File: src/rtl/turn_countdown_if.sv
// Tick/control bundle between the game timer, the game FSM and the turn countdown.
// The master drives timeUp/start/pause/ack; the slave (turn_countdown) returns the count and status.
`timescale 1ns/1ps
interface turn_countdown_if #(
    parameter int WIDTH = 7
);
    logic             timeUp;
    logic             start;
    logic             pause;
    logic             ack;
    logic [WIDTH-1:0] secs_left;
    logic [3:0]       tens;
    logic [3:0]       ones;
    logic             running;
    logic             expired;
    logic             warn;

    modport master (
        output timeUp, start, pause, ack,
        input  secs_left, tens, ones, running, expired, warn
    );

    modport slave (
        input  timeUp, start, pause, ack,
        output secs_left, tens, ones, running, expired, warn
    );
endinterface

File: src/rtl/turn_countdown.sv
// Per-turn seconds countdown driven by the timer's timeUp level, with BCD digits and a sticky expired flag.
// Optional low-time warning output is built only when TURN_WARN_EN is defined.
`timescale 1ns/1ps
module turn_countdown #(
    parameter int START_SECS = 15,
    parameter int WIDTH      = 7,
    parameter int WARN_SECS  = 5
) (
    input  logic               C_50Mhz,
    input  logic               rst_n,
    turn_countdown_if.slave    bus
);
    localparam logic [WIDTH-1:0] START_V = WIDTH'(START_SECS);
    localparam bit PARAMS_OK = (START_SECS >= 0) && (START_SECS <= 99) &&
                               (START_SECS < (2 ** WIDTH)) &&
                               (WARN_SECS >= 0) && (WARN_SECS <= 99);

    // An illegal parameter set refers to a module that does not exist, stopping elaboration.
    if (!PARAMS_OK) begin : g_illegal_params
        turn_countdown_illegal_parameters u_stop ();
    end

    typedef enum logic [1:0] {IDLE, RUN, PAUSED, EXPIRED} state_t;

    state_t           state, state_n;
    logic [WIDTH-1:0] secs_q, secs_n;
    logic             tick_d;
    logic             tick;
    logic             running_q;
    logic             expired_q;
    logic [7:0]       bcd;

    function automatic logic [WIDTH-1:0] sat_dec(input logic [WIDTH-1:0] v);
        return (v == '0) ? v : v - WIDTH'(1);
    endfunction

    function automatic logic [7:0] to_bcd(input logic [WIDTH-1:0] v);
        return {4'(int'(v) / 10), 4'(int'(v) % 10)};
    endfunction

    assign tick = bus.timeUp & ~tick_d;

    always_comb begin
        state_n = state;
        secs_n  = secs_q;
        case (state)
            IDLE: begin
                if (bus.start) begin
                    state_n = RUN;
                    secs_n  = START_V;
                end
            end
            RUN: begin
                if (bus.start) begin
                    secs_n = START_V;
                end else if (secs_q == '0) begin
                    state_n = EXPIRED;
                end else if (bus.pause) begin
                    state_n = PAUSED;
                end else if (tick) begin
                    secs_n = sat_dec(secs_q);
                    // Reaching zero flags expiry on the same edge as the last decrement.
                    if (secs_q == WIDTH'(1)) state_n = EXPIRED;
                end
            end
            PAUSED: begin
                if (bus.start) begin
                    state_n = RUN;
                    secs_n  = START_V;
                end else if (!bus.pause) begin
                    state_n = RUN;
                end
            end
            EXPIRED: begin
                secs_n = '0;
                if (bus.start) begin
                    state_n = RUN;
                    secs_n  = START_V;
                end else if (bus.ack) begin
                    state_n = IDLE;
                    secs_n  = START_V;
                end
            end
            default: begin
                state_n = IDLE;
                secs_n  = START_V;
            end
        endcase
    end

    always_ff @(posedge C_50Mhz or negedge rst_n) begin
        if (!rst_n) begin
            state     <= IDLE;
            secs_q    <= START_V;
            tick_d    <= 1'b0;
            running_q <= 1'b0;
            expired_q <= 1'b0;
        end else begin
            state     <= state_n;
            secs_q    <= secs_n;
            tick_d    <= bus.timeUp;
            running_q <= (state_n == RUN);
            expired_q <= (state_n == EXPIRED);
        end
    end

`ifdef TURN_WARN_EN
    localparam logic [WIDTH-1:0] WARN_V = WIDTH'(WARN_SECS);
    logic warn_q;

    always_ff @(posedge C_50Mhz or negedge rst_n) begin
        if (!rst_n) begin
            warn_q <= 1'b0;
        end else begin
            warn_q <= ((state_n == RUN) || (state_n == PAUSED)) &&
                      (secs_n != '0) && (secs_n <= WARN_V);
        end
    end

    assign bus.warn = warn_q;
`else
    assign bus.warn = 1'b0;
`endif

    assign bcd           = to_bcd(secs_q);
    assign bus.tens      = bcd[7:4];
    assign bus.ones      = bcd[3:0];
    assign bus.secs_left = secs_q;
    assign bus.running   = running_q;
    assign bus.expired   = expired_q;
endmodule

File: src/flat_wrapper.sv
// flat-port wrapper written by rule: the top's interface ports become plain ports
module turn_countdown_flat 
#(
    parameter int START_SECS = 15,
    parameter int WIDTH      = 7,
    parameter int WARN_SECS  = 5
)
  (C_50Mhz, rst_n, bus_timeUp, bus_start, bus_pause, bus_ack, bus_secs_left, bus_tens, bus_ones, bus_running, bus_expired, bus_warn);
  turn_countdown_if #(.WIDTH(WIDTH)) bus_i ();
  input  logic C_50Mhz;
  input  logic rst_n;
  input wire logic [$bits(bus_i.timeUp)-1:0] bus_timeUp;
  input wire logic [$bits(bus_i.start)-1:0] bus_start;
  input wire logic [$bits(bus_i.pause)-1:0] bus_pause;
  input wire logic [$bits(bus_i.ack)-1:0] bus_ack;
  output wire logic [$bits(bus_i.secs_left)-1:0] bus_secs_left;
  output wire logic [$bits(bus_i.tens)-1:0] bus_tens;
  output wire logic [$bits(bus_i.ones)-1:0] bus_ones;
  output wire logic [$bits(bus_i.running)-1:0] bus_running;
  output wire logic [$bits(bus_i.expired)-1:0] bus_expired;
  output wire logic [$bits(bus_i.warn)-1:0] bus_warn;
  assign bus_i.timeUp = bus_timeUp;
  assign bus_i.start = bus_start;
  assign bus_i.pause = bus_pause;
  assign bus_i.ack = bus_ack;
  assign bus_secs_left = bus_i.secs_left;
  assign bus_tens = bus_i.tens;
  assign bus_ones = bus_i.ones;
  assign bus_running = bus_i.running;
  assign bus_expired = bus_i.expired;
  assign bus_warn = bus_i.warn;
  turn_countdown #(.START_SECS(START_SECS), .WIDTH(WIDTH), .WARN_SECS(WARN_SECS)) u_core (.C_50Mhz(C_50Mhz), .rst_n(rst_n), .bus(bus_i));
endmodule
File: config.mk
export PLATFORM = sky130hd
export DESIGN_NAME = turn_countdown_flat
export DESIGN_NICKNAME = d
export VERILOG_FILES = /design/src/rtl/turn_countdown_if.sv /design/src/rtl/turn_countdown.sv /design/src/flat_wrapper.sv
export SDC_FILE = /design/constraint.sdc
export NUM_CORES = 1
export LEC_CHECK = 0
export ABC_CLOCK_PERIOD_IN_PS = 3500
export CORE_ASPECT_RATIO = 1.75
export CORE_MARGIN = 3
export CORE_UTILIZATION = 50
export DETAILED_ROUTE_END_ITERATION = 6
export MAX_ROUTING_LAYER = met4
export PLACE_DENSITY = 0.89
export SLEW_MARGIN = 20
export SYNTH_ARGS = -nofsm -noshare
export SYNTH_HDL_FRONTEND = slang
export SYNTH_SLANG_ARGS = --single-unit
File: constraint.sdc
create_clock -name C_50Mhz -period 3.5 [get_ports C_50Mhz]
set_input_delay 0.875 -clock C_50Mhz [delete_from_list [all_inputs] [get_ports C_50Mhz]]
set_output_delay 0.875 -clock C_50Mhz [all_outputs]
set_load 0.05 [all_outputs]
==> results.toml <==
[outcome]
outcome = "complete, but fails checks"
violations = "negative setup slack"

[route]
wirelength_met1_um = 1280
drtPass1Iterations = 4
drcViolationCount = 0
route.met2.wl_um = 2070
num_vias = 1305
wl_per_cell_um = 17.3
ant_nets = 0
first_iter_violations = 71
wl_um = 3640
viasPerCell = 6.18
maxUsedRoutingLayer = "met4"
dr_wl_met3_um = 147

[place]
detailedPlace.worstSlack_ns = 0.00933
io_buffers = 22
dp_hpwl_um = 2520
gp_congestion = 0.843

[logic_synthesis]
synth-warning-count = 0
async_reset_ff_share_pct = 100
synth_cell_types = 61
synthesis.area_mm2 = 0.00123
synth_top_area_share_pct = 16.3
netlist_instances = 150
synth_edf_count = 0
avgSynthCellArea_um2 = 8.19
yosys.area.top_type = "dfrtp_1"
synth_nets = 161
ys_seq_area_share_pct = 24.8
ys_top_cells_by_area = "dfrtp_1 16%, dfstp_2 8.6%, a21oi_1 5.3%"
ys_ff_latch = 12
synth_ff_type = "dfrtp_1"

[global_routing]
grt_max_degree = 20
grt_pass1_wl_um = 5940
grt_pass1_vias = 1389
antenna_found_initial = 0
grt_util_all_layers_pct = 25.0
grt.overflow.total = 0

[cts]
insertion_delay_ns = 0.24
cts_max_path_buffers = 2
path_clk_slew_ns = 0.05
cts_tree = "yes"
root_buffer = "clkbuf_8"
h-tree-depth = 1
clock-sinks = 12
cts_buffers = 3

[hold_path]
hold_class = "reg2reg"
min_from = "u_core.bus.secs_left[0]"

[timing]
max_freq_mhz = 279
period_share_pct = 102
final-setup-viol-count = 3
layout_setup_ws_ns = -0.0843
fin_worst_skew_ns = 0.00545
hold_viol_final = 0
slew_headroom_pct = 56.0
final.min_clock_period_ns = 3.58
slew_violations = 0
rsz0062_at_grt = "yes"
setup-tns-final_ns = -0.227
worst_pin_slew_ns = 0.658

[layout]
antennaDiodeCount = 0
drive_gt1_share_pct = 36.0
multi_input_area_um2 = 927
seqCellArea_um2 = 309
syn2layout_area_growth_pct = 45.1
final_util_pct = 77.4
fillers = 146
nNetsFinal = 198

[floorplanning]
initial_core_util_pct = 53.4
die_x_um = 43.5
die_area_mm2 = 0.00311
io_pins = 24
fp.dieH_um = 71.6
core_area_mm2 = 0.00230
rows = 23

[worst_setup_path]
critPathRequiredTime_ns = 2.62
start_kind = "flop"
crit_fanout = 4
cp-end-kind = "output port"
startpoint = "u_core.bus.secs_left[5]"
critPathKind = "reg2out"
rrSetupSlack_ns = 1.40
reg2reg_from = "u_core.bus.secs_left[1]"
cp.arrival_ns = 2.71

[pwr]
ir_drop_mv = 0.308
powerDensity_mw_per_mm2 = 332
p_leak_nw = 0.762
total_power_mw = 0.592

[job]
maxCapViolCount = 0
## per-layer routing
metal	track usage (%)	up-vias
li1	-	607
met1	24.4	623
met2	45.1	55
met3	2.51	20
met4	15.4	0
met5	-	-
## area by class of cell
type / count / share of cell area, %
Tap cell: 25 / 1.75
Clock buffer: 4 / 2.53
Inverter: 11 / 2.32
Sequential cell: 12 / 17.3
Timing Repair Buffer: 42 / 24.1
Multi-Input combinational cell: 117 / 52.0
## stage by stage
step | area, um2 | std cells | hold WS (ns)
after floorplan | 1290 | 150 | 0.579
after global placement | 1600 | 196 | 0.618
after detailed placement | 1600 | 196 | 0.610
after CTS | 1730 | 206 | 0.625
after global routing | 1780 | 211 | 0.678
final | 1780 | 211 | 0.639
## worst max-delay path, stage by stage (launching register included)
cell      delay (ns)
dfrtp_2         0.42
nor2_4          0.12
inv_2           0.07
ha_4            0.22
or2b_1          0.25
o21ai_2         0.16
buf_4           0.16
a211oi_2        0.09
o211ai_1        0.27
nand4_1         0.21
buf_4           0.22
o22ai_4         0.14
buf_12          0.16
## synthesized netlist by cell type, types with 3 or more instances
library cell,instances
a31o_2,3
nand2_1,11
dfrtp_1,8
nor3_1,5
nor2_1,9
o21ai_0,6
nand3_1,6
o21ai_1,3
ha_1,5
dfstp_2,4
clkbuf_1,4
inv_1,9
a21oi_1,13
and3_1,3
nand2b_1,4
and2_1,3
## where the power goes
part           internal, mW  total [mW]  switching (mW)
combinational         0.114       0.281           0.167
sequential            0.157       0.180          0.0229
clock                0.0802       0.132          0.0513
total                 0.351       0.592           0.241
## placed cells by master (no fill, tap or decap), drive strengths merged, types with 5 or more instances in the layout
master and instances:
nand3 6, o21ai 9, buf 26, nor2 11
ha 5, a21oi 13, nor3 5, dfrtp 8
clkdlybuf4s50 16, inv 11, nand2 11
## path summary, 6_finish.rpt
kind / to / depth (start not counted)
worst min-delay path: u_core.bus.secs_left[0] / 2
worst min register to register: u_core.bus.secs_left[0] / 2
worst max-delay path: bus_ones[2] / 12
worst max register to register: u_core.bus.secs_left[6] / 8
min in group asynchronous: u_core.state[1] / 1
max in group asynchronous: u_core.bus.secs_left[6] / 1
## sequential cells by signal, summed over array words and instances, names as in the netlist
name / flops
u_core.bus.secs_left: 7
u_core.state: 2
u_core.bus.expired: 1
u_core.bus.running: 1
u_core.tick_d: 1
## logic make-up (layout without fill, tap and decap cells)
| group | Yosys count | in the layout | synth area share (%) |
|---|---|---|---|
| mux | 5 | 5 | 5.70 |
| xor+xnor | 4 | 4 | 3.46 |
| simple gates | 56 | 56 | 25.4 |
| fa+ha+maj | 5 | 5 | 5.09 |
| buf+inv | 21 | 57 | 8.45 |
| other cells | 1 | 1 | 0.305 |
| flops | 12 | 12 | 24.8 |
| compound gates | 46 | 46 | 26.8 |
## repair_timing
action,4_1_cts,5_1_grt
hold buffers,0,0
setup buffers,6,5
resized for setup,8,6
setup endpoints to repair,4,4
pin swaps,8,8
Power figures use the tool's default switching activity.
